[src/rtl/vtc_cfg_sequencer.sv]
// ---------------------------------------------------------------------------
// vtc_cfg_sequencer
//
// Boot-time AXI4-Lite master that programs the video timing controller's
// control port with a fixed seven-register timing set, turns the generator
// on, then reads the control register back to confirm the generator runs.
// Lets fixed-resolution builds bring up video without a CPU.
//
// Ports
//   aclk, aresetn          : clock (rising edge) and async active-low reset
//   start                  : one-cycle pulse, accepted in IDLE/DONE/ERROR
//   busy                   : a sequence is in flight
//   done / error           : sticky result levels, cleared by the next start
//   err_code               : 01 bad response, 10 timeout, 11 readback wrong
//   vtc_ctrl_aw*/w*/b*     : AXI4-Lite write channels toward the VTC
//   vtc_ctrl_ar*/r*        : AXI4-Lite read channels toward the VTC
// ---------------------------------------------------------------------------
module vtc_cfg_sequencer #(
  parameter int unsigned H_ACTIVE    = 640,
  parameter int unsigned V_ACTIVE    = 480,
  parameter int unsigned H_TOTAL     = 800,
  parameter int unsigned V_TOTAL     = 525,
  parameter int unsigned HSYNC_START = 656,
  parameter int unsigned HSYNC_END   = 752,
  parameter int unsigned VSYNC_START = 490,
  parameter int unsigned VSYNC_END   = 492,
  parameter logic [31:0] POLARITY    = 32'h0000_0007,
  parameter int unsigned TIMEOUT     = 255
) (
  input  logic        aclk,
  input  logic        aresetn,
  input  logic        start,
  output logic        busy,
  output logic        done,
  output logic        error,
  output logic [1:0]  err_code,
  output logic [8:0]  vtc_ctrl_awaddr,
  output logic        vtc_ctrl_awvalid,
  input  logic        vtc_ctrl_awready,
  output logic [31:0] vtc_ctrl_wdata,
  output logic [3:0]  vtc_ctrl_wstrb,
  output logic        vtc_ctrl_wvalid,
  input  logic        vtc_ctrl_wready,
  input  logic [1:0]  vtc_ctrl_bresp,
  input  logic        vtc_ctrl_bvalid,
  output logic        vtc_ctrl_bready,
  output logic [8:0]  vtc_ctrl_araddr,
  output logic        vtc_ctrl_arvalid,
  input  logic        vtc_ctrl_arready,
  input  logic [31:0] vtc_ctrl_rdata,
  input  logic [1:0]  vtc_ctrl_rresp,
  input  logic        vtc_ctrl_rvalid,
  output logic        vtc_ctrl_rready
);

  localparam int unsigned     CNT_W    = $clog2(TIMEOUT + 1);
  // Last count value still inside the allowed window; reaching it with the
  // phase unfinished means the slave has hung.
  localparam logic [CNT_W-1:0] CNT_LAST = CNT_W'(TIMEOUT - 1);

  localparam logic [2:0]  LAST_IDX     = 3'd6;
  localparam logic [1:0]  CODE_RESP    = 2'b01;
  localparam logic [1:0]  CODE_TIMEOUT = 2'b10;
  localparam logic [1:0]  CODE_READBK  = 2'b11;

  typedef enum logic [2:0] {
    IDLE,
    WR,
    WR_RESP,
    RD_ADDR,
    RD_DATA,
    DONE,
    ERROR
  } state_t;

  state_t           state_q, state_d;
  logic [2:0]       idx_q, idx_d;
  logic [CNT_W-1:0] cnt_q, cnt_d;

  logic        awvalid_d, wvalid_d, bready_d, arvalid_d, rready_d;
  logic [8:0]  awaddr_d;
  logic [31:0] wdata_d;
  logic        busy_d, done_d, error_d;
  logic [1:0]  err_code_d;
  logic        aw_left, w_left, timed_out;

  // Only the enable bits of the readback word matter.
  logic unused_rdata;
  assign unused_rdata = ^{vtc_ctrl_rdata[31:3], vtc_ctrl_rdata[1]};

  // Two 13-bit fields packed into the low and high halves of a register.
  function automatic logic [31:0] pack_pair(input logic [12:0] lo, input logic [12:0] hi);
    return {3'b000, hi, 3'b000, lo};
  endfunction

  // Register address for each step of the write list.
  function automatic logic [8:0] step_addr(input logic [2:0] i);
    case (i)
      3'd0:    return 9'h060;
      3'd1:    return 9'h06C;
      3'd2:    return 9'h070;
      3'd3:    return 9'h074;
      3'd4:    return 9'h078;
      3'd5:    return 9'h080;
      default: return 9'h000;
    endcase
  endfunction

  // Register value for each step; the last step sets SW_ENABLE, REG_UPDATE
  // and GEN_ENABLE in the control register.
  function automatic logic [31:0] step_data(input logic [2:0] i);
    case (i)
      3'd0:    return pack_pair(13'(H_ACTIVE), 13'(V_ACTIVE));
      3'd1:    return POLARITY;
      3'd2:    return {19'd0, 13'(H_TOTAL)};
      3'd3:    return {19'd0, 13'(V_TOTAL)};
      3'd4:    return pack_pair(13'(HSYNC_START), 13'(HSYNC_END));
      3'd5:    return pack_pair(13'(VSYNC_START), 13'(VSYNC_END));
      default: return 32'h0000_0007;
    endcase
  endfunction

  // The read address is always the control register and every write covers
  // all four byte lanes, so both are fixed.
  assign vtc_ctrl_araddr = 9'h000;
  assign vtc_ctrl_wstrb  = 4'hF;

  // A channel is still outstanding while its valid is up and the slave has
  // not yet accepted it on this edge.
  assign aw_left   = vtc_ctrl_awvalid & ~vtc_ctrl_awready;
  assign w_left    = vtc_ctrl_wvalid  & ~vtc_ctrl_wready;
  assign timed_out = (cnt_q == CNT_LAST);

  // Next-state and next-output logic. Every output is computed here for the
  // coming cycle and then registered, so the valid/ready lines change only
  // on clock edges. Normal progress wins over the timeout when both happen
  // on the same edge; entering ERROR leaves every valid/ready at its
  // default of zero, which is how a hung slave is abandoned.
  always_comb begin
    state_d    = state_q;
    idx_d      = idx_q;
    awvalid_d  = 1'b0;
    wvalid_d   = 1'b0;
    bready_d   = 1'b0;
    arvalid_d  = 1'b0;
    rready_d   = 1'b0;
    awaddr_d   = vtc_ctrl_awaddr;
    wdata_d    = vtc_ctrl_wdata;
    done_d     = done;
    error_d    = error;
    err_code_d = err_code;

    case (state_q)
      IDLE, DONE, ERROR: begin
        if (start) begin
          state_d    = WR;
          idx_d      = 3'd0;
          done_d     = 1'b0;
          error_d    = 1'b0;
          err_code_d = 2'b00;
          awvalid_d  = 1'b1;
          wvalid_d   = 1'b1;
          awaddr_d   = step_addr(3'd0);
          wdata_d    = step_data(3'd0);
        end
      end

      WR: begin
        if (!aw_left && !w_left) begin
          state_d  = WR_RESP;
          bready_d = 1'b1;
        end else if (timed_out) begin
          state_d    = ERROR;
          error_d    = 1'b1;
          err_code_d = CODE_TIMEOUT;
        end else begin
          awvalid_d = aw_left;
          wvalid_d  = w_left;
        end
      end

      WR_RESP: begin
        if (vtc_ctrl_bvalid) begin
          if (vtc_ctrl_bresp != 2'b00) begin
            state_d    = ERROR;
            error_d    = 1'b1;
            err_code_d = CODE_RESP;
          end else if (idx_q < LAST_IDX) begin
            state_d   = WR;
            idx_d     = idx_q + 3'd1;
            awvalid_d = 1'b1;
            wvalid_d  = 1'b1;
            awaddr_d  = step_addr(idx_q + 3'd1);
            wdata_d   = step_data(idx_q + 3'd1);
          end else begin
            state_d   = RD_ADDR;
            arvalid_d = 1'b1;
          end
        end else if (timed_out) begin
          state_d    = ERROR;
          error_d    = 1'b1;
          err_code_d = CODE_TIMEOUT;
        end else begin
          bready_d = 1'b1;
        end
      end

      RD_ADDR: begin
        if (vtc_ctrl_arready) begin
          state_d  = RD_DATA;
          rready_d = 1'b1;
        end else if (timed_out) begin
          state_d    = ERROR;
          error_d    = 1'b1;
          err_code_d = CODE_TIMEOUT;
        end else begin
          arvalid_d = 1'b1;
        end
      end

      RD_DATA: begin
        if (vtc_ctrl_rvalid) begin
          if (vtc_ctrl_rresp != 2'b00) begin
            state_d    = ERROR;
            error_d    = 1'b1;
            err_code_d = CODE_RESP;
          end else if (!vtc_ctrl_rdata[0] || !vtc_ctrl_rdata[2]) begin
            state_d    = ERROR;
            error_d    = 1'b1;
            err_code_d = CODE_READBK;
          end else begin
            state_d = DONE;
            done_d  = 1'b1;
          end
        end else if (timed_out) begin
          state_d    = ERROR;
          error_d    = 1'b1;
          err_code_d = CODE_TIMEOUT;
        end else begin
          rready_d = 1'b1;
        end
      end

      default: begin
        state_d = IDLE;
      end
    endcase
  end

  // Timeout counter: restarts on every state change so each handshake
  // phase gets its own budget, and only runs while a bus phase is pending.
  // busy follows the next state so it is a registered output too.
  always_comb begin
    busy_d = (state_d == WR) || (state_d == WR_RESP) ||
             (state_d == RD_ADDR) || (state_d == RD_DATA);
    cnt_d  = cnt_q;
    if (state_d != state_q) begin
      cnt_d = '0;
    end else if (busy) begin
      cnt_d = cnt_q + 1'b1;
    end
  end

  // State and output registers. Reset drops every valid/ready at once, so a
  // transfer interrupted by reset is simply forgotten.
  always_ff @(posedge aclk or negedge aresetn) begin
    if (!aresetn) begin
      state_q          <= IDLE;
      idx_q            <= 3'd0;
      cnt_q            <= '0;
      vtc_ctrl_awvalid <= 1'b0;
      vtc_ctrl_wvalid  <= 1'b0;
      vtc_ctrl_bready  <= 1'b0;
      vtc_ctrl_arvalid <= 1'b0;
      vtc_ctrl_rready  <= 1'b0;
      vtc_ctrl_awaddr  <= 9'h000;
      vtc_ctrl_wdata   <= 32'h0000_0000;
      busy             <= 1'b0;
      done             <= 1'b0;
      error            <= 1'b0;
      err_code         <= 2'b00;
    end else begin
      state_q          <= state_d;
      idx_q            <= idx_d;
      cnt_q            <= cnt_d;
      vtc_ctrl_awvalid <= awvalid_d;
      vtc_ctrl_wvalid  <= wvalid_d;
      vtc_ctrl_bready  <= bready_d;
      vtc_ctrl_arvalid <= arvalid_d;
      vtc_ctrl_rready  <= rready_d;
      vtc_ctrl_awaddr  <= awaddr_d;
      vtc_ctrl_wdata   <= wdata_d;
      busy             <= busy_d;
      done             <= done_d;
      error            <= error_d;
      err_code         <= err_code_d;
    end
  end

endmodule

[config.mk]
export PLATFORM = sky130hd
export DESIGN_NAME = vtc_cfg_sequencer
export DESIGN_NICKNAME = d
export VERILOG_FILES = /design/src/rtl/vtc_cfg_sequencer.sv
export SDC_FILE = /design/constraint.sdc
export NUM_CORES = 1
export LEC_CHECK = 0
export BUFFER_PORTS_ARGS = -buffer_cell sky130_fd_sc_hd__buf_4
export CORE_MARGIN = 2
export CORE_UTILIZATION = 30
export CTS_CLUSTER_SIZE = 25
export DETAILED_ROUTE_END_ITERATION = 10
export SYNTH_ARGS = -nofsm -noshare
export SYNTH_HDL_FRONTEND = slang
export SYNTH_SLANG_ARGS = --single-unit
[constraint.sdc]
create_clock -name aclk -period 2 [get_ports aclk]
set_input_delay 0.6 -clock aclk [delete_from_list [all_inputs] [get_ports aclk]]
set_output_delay 0.6 -clock aclk [all_outputs]
set_load 0.005 [all_outputs]
# Word-level counts from Yosys, hierarchy flattened
# Index checks and enable logic that the tools add are counted.
# W data, S select, Z words.
# totals
regBits,65
output_inout_bits,64
elab_cells,146
# classes
addsub,2
magnitude_cmp,1
eq_ne,28
n_mux,76
bitwise,4
reduce_logical,21
# ops
operator,n
$pmux W26 S5,1
$mux W32,4
$pmux W32 S2,1
$pmux W8 S6,1
$mux W9,4
$mux W3,11
$mux W1,29
$mux W2,12
$eq A3 B2 Y1 const B,6
$eq A3 B3 Y1 const B,6
$ne A2 B2 Y1 const B,9
$pmux W9 S2,1
$mux W8,2
$pmux W3 S5,1
$pmux W2 S5,1
$reduce_and A5 Y1,2
$reduce_bool A2 Y1,5
$eq A3 B1 Y1 const B,3
$add A8 B1 Y8 const B,1
$eq A8 B8 Y1 const B,1
$pmux W1 S2,4
$logic_not A3 Y1,2
$pmux W1 S3,2
$pmux W3 S2,1
14 further kinds,22

# Depth between registers and ports, before layout
# depth
ltp_word,10
ltp_mapped,9
ltp_nobuf,8

# Worst setup path before layout
# No wires, ideal clock.
# synth_timing
kind,input port to flip-flop
startpoint,in vtc_ctrl_bresp[1]
endpoint,reg busy
setup_ps,126
arrival_ps,1711
required_time_ps,1874
path_slack_ps,162
path_stages,6
path_buffers,0
cell_sequence,or3b_2 > a21oi_1 > o21ai_0 > a21oi_1 > and4_1 > o21bai_1
# synth_between
elab_chain_cells,8
word_cells_on_any_way,11
cone_classes,4 x eq/ne; 3 x mux; 4 x reduce/logical
# synth_rtl
element,line_no,rtl
start: declaration,44,"input logic [1:0] vtc_ctrl_bresp,"
$reduce_bool A2 Y1 *,184,if (vtc_ctrl_bresp != 2'b00) begin
$mux W3 *,184,
$mux W3 *,183,if (vtc_ctrl_bvalid) begin
$pmux W3 S5 *,153,case (state_q)
$eq A3 B1 Y1 / $eq A3 B2 Y1 (equally long branches),254,busy_d = (state_d == WR) || (state_d == WR_RESP) ||
$logic_or A1 B1 Y1 (2 in a row),254,
$logic_or A1 B1 Y1 *,255,(state_d == RD_ADDR) || (state_d == RD_DATA);
via busy_d,83,"logic busy_d, done_d, error_d;"
end signal: assignment,293,busy <= busy_d;
end: declaration,33,"output logic busy,"
# The timed path passes the listed nets; every way through them passes the cells marked *.
# A chain may end at the register's enable or synchronous reset.

# Final worst setup path
# layout_timing
startpoint,reg state_q[1]
endpoint,reg cnt_q[1]
# layout_between
elab_chain_cells,5
word_cells_on_any_way,18
cone_classes,7 x eq/ne; 8 x mux; 3 x reduce/logical
# layout_rtl
element,line_no,rtl
start: declaration,76,"state_t state_q, state_d;"
start signal: assignment,283,state_q <= state_d;
$eq A3 B3 Y1 (tied with other cells),153,
$reduce_or A3 Y1 (tied with other cells),153,
$pmux W3 S5,153,
$ne A3 B3 Y1 *,257,if (state_d != state_q) begin
$mux W8 / $reduce_bool A2 Y1 (equally long branches),-,
end signal: assignment,285,cnt_q <= cnt_d;
end: declaration,78,"logic [CNT_W-1:0] cnt_q, cnt_d;"
# Mark *: on every way between the ends. The rest lies on a longest branch, timed or not.

==> flow_metrics.py <==
metrics = {
    "status": {
        "outcome": "finished, final reports clean",
    },
    "clock_network": {
        "clockRootBuffer": "clkbuf_8",
        "clk_path_buf_depth": 2,
        "cts_hold_buffers": 0,
        "cts_buffers": 5,
        "path_clk_slew_ns": 0.07,
        "post-cts-setup-buffers": 0,
        "h-tree-depth": 2,
        "cts.sinks": 38,
        "cts_tree": "built",
        "insertion_delay_ns": 0.29,
        "post_cts_resized": 2,
    },
    "finish": {
        "area_growth_pct": 23.8,
        "fin_util_pct": 37.9,
        "drive_above_1_share_pct": 32.9,
        "diodes": 0,
        "stdcell_count": 436,
        "fin_nets": 383,
    },
    "drt": {
        "ant_nets": 0,
        "via_count": 1986,
        "drt_iter0_markers": 106,
        "wirelength_mm": 5.56,
        "vias_per_cell": 4.56,
        "drc": 0,
        "firstDrtPassIters": 4,
        "detail_route.wl_per_cell_um": 12.8,
    },
    "floorplan": {
        "row_count": 33,
        "die_x_um": 95.2,
        "initial_utilization_pct": 30.7,
        "core_sq_um": 8130,
        "pin_count": 108,
        "design.die.area_sq_um": 9060,
        "die_y_um": 95.2,
    },
    "global_routing": {
        "grt_usage_pct": 12.9,
        "grt_first_pass_wirelength_mm": 9.14,
        "grt_pass1_vias": 1923,
        "grt_max_degree": 39,
        "grt_antenna_before_repair": 0,
        "grt-ovfl-total": 0,
    },
    "sta": {
        "fin_worst_skew_ns": 0.00966,
        "fmax_mhz": 529,
        "finalCritPeriodShare_pct": 94.6,
        "drv_slew": 0,
        "post-route-min-period_ns": 1.89,
        "rsz0062_at_grt": "no",
        "hold_ws_ns": 0.268,
        "hold_violations": 0,
        "setup_viol": 0,
    },
    "worst_setup_path": {
        "startpoint_type": "register",
        "r2r_start": "state_q[1]$_DFF_PN0_",
        "cp_top_family": "compound AO/OA/AOI/OAI gates",
        "crit_slowest_cell": "dfrtp_2",
        "cp_cell_sequence": "buf_4, nor2_2, nand3_1, o21ai_2, buf_12, o311ai_4, nand4_4, a211oi_2",
        "required_ns": 2.21,
        "critPathMaxStageDelay_ns": 0.52,
        "cp_max_fo": 13,
        "endpoint_kind": "register",
        "cp_data_arrival_time_ns": 2.10,
        "timing.critical_path.buf_inv": 2,
        "cp-startpoint": "state_q[1]$_DFF_PN0_",
        "crit_type": "register to register",
    },
    "logic_synthesis": {
        "yosysUniqueCellTypes": 59,
        "yosysWarnings": 0,
        "syn_area_sq_um": 2490,
        "synth_cells": 264,
        "ys_seq_area_share_pct": 38.1,
        "synth-main-ff-cell": "dfrtp_1",
        "syn_area_per_cell_sq_um": 9.45,
        "synthArstFlopShare_pct": 100,
        "synth_edf_count": 0,
        "ys_seq_elements": 38,
    },
    "placed_design": {
        "port_buffers": 47,
        "dp_cells": 428,
        "dp_hpwl_mm": 4.36,
        "place_congestion": 0.851,
    },
    "power": {
        "power_mw": 3.55,
        "pwr_density_cell_nw_per_um2": 1150,
        "leakagePower_nw": 1.48,
        "irDropWorstVdd_mv": 0.416,
    },
    "worst_hold_path": {
        "hp-class": "input pin to asynchronous set/reset pin",
    },
    "run": {
        "cap_violations": 0,
    },
}
[kinds of logic after synthesis]
kind of cell             count (synthesis)  share of synthesized area, %
XOR/XNOR                                 9                          3.46
other                                    2                         0.301
AO/OA/AOI/OAI                           64                          19.2
adder cells (fa/ha/maj)                  9                          4.52
multiplexers                             1                         0.401
AND/OR/NAND/NOR                         81                          17.7
buffers and inverters                   60                          16.4
flip-flops                              38                          38.1
[per-layer routing]
metal | vias up | share of wire [%] | track usage, %
met5 | - | 0 | 0
met1 | 948 | 48 | 18.1
met4 | 0 | 1.5 | 4.35
met3 | 6 | 4.1 | 2.53
li1 | 977 | - | -
met2 | 55 | 46 | 20.1
[worst paths after layout]
kind	end	slack [ns]	depth (start not counted)
worst min register to register	vtc_ctrl_wdata[3]$_DFFE_PN0P_	0.49	2
worst min-delay path	vtc_ctrl_wdata[9]$_DFFE_PN0P_	0.27	1
min in group aclk	vtc_ctrl_wdata[3]$_DFFE_PN0P_	0.49	2
max in group asynchronous	state_q[0]$_DFF_PN0_	1.37	1
worst max-delay path	cnt_q[1]$_DFFE_PN0P_	0.11	8
worst max register to register	cnt_q[1]$_DFFE_PN0P_	0.11	8
[cells in the final DEF (no fill, tap or decap), drive strengths merged, types with 2 or more instances in the layout]
master,count
a211oi,2
a21oi,14
a22o,4
a31oi,3
and3,2
buf,81
clkbuf,7
conb,30
dfrtp,38
ha,9
inv,10
nand2,23
nand2b,4
nand3,5
nand3b,2
nand4,4
nor2,26
nor2b,2
nor3,2
nor3b,4
o211ai,2
o21a,2
o21ai,15
o21bai,4
o22ai,2
o311ai,3
o31ai,3
o32a,2
xnor2,4
xor2,5
[sequential cells by signal (all words and copies together) (netlist names), 2 cells and up]
register,flops
vtc_ctrl_wdata,9
state_q,3
cnt_q,8
idx_q,3
err_code,2
vtc_ctrl_awaddr,5
[through the flow]
| step | area (sq um) | TNS (ns) | worst slack [ns] |
|---|---|---|---|
| after floorplan | 2600 | 0 | 0.162 |
| after global placement | 2980 | -0.717 | -0.128 |
| after detailed placement | 2980 | -0.577 | -0.115 |
| after CTS | 3070 | 0 | 0.0263 |
| after global routing | 3090 | 0 | 0.000782 |
| final | 3090 | 0 | 0.108 |
[worst register-to-register path: cells and delay by family, from the launching register on]
family	cells	cell delay (ns)
flip-flops	1	0.52
AND/OR/NAND/NOR	3	0.38
AO/OA/AOI/OAI	3	0.57
buffers and inverters	2	0.33
[where the power goes]
part           internal [mW]  switching [mW]
Clock                  0.278           0.267
Sequential             0.952           0.203
Combinational          0.945           0.900
Total                   2.18            1.37
[area by class of cell]
type	instances	area, sq um
Fill cell	837	5050
Multi-Input combinational cell	194	1250
Clock buffer	7	86.3
Timing Repair Buffer	81	621
Clock inverter	1	5.00
Sequential cell	38	955
Inverter	10	37.5
Tap cell	105	131
[synthesized netlist by cell type (3+ instances only)]
cell	number	share of area, %
nand3_1	5	1.0
a22o_1	4	1.4
clkbuf_1	4	0.60
o21ai_0	13	2.6
a31oi_1	3	0.75
xor2_1	4	1.4
o21bai_1	4	1.2
nand4_1	3	0.75
dfrtp_1	38	38
nand2b_1	4	1.0
buf_6	4	1.8
o31ai_1	3	0.90
buf_4	40	12
a21oi_1	13	2.6
nor2_1	25	3.8
xnor2_1	4	1.4
inv_1	10	1.5
nand2_1	23	3.5
ha_1	9	4.5
Note: power is estimated with default switching activity, not from simulation.
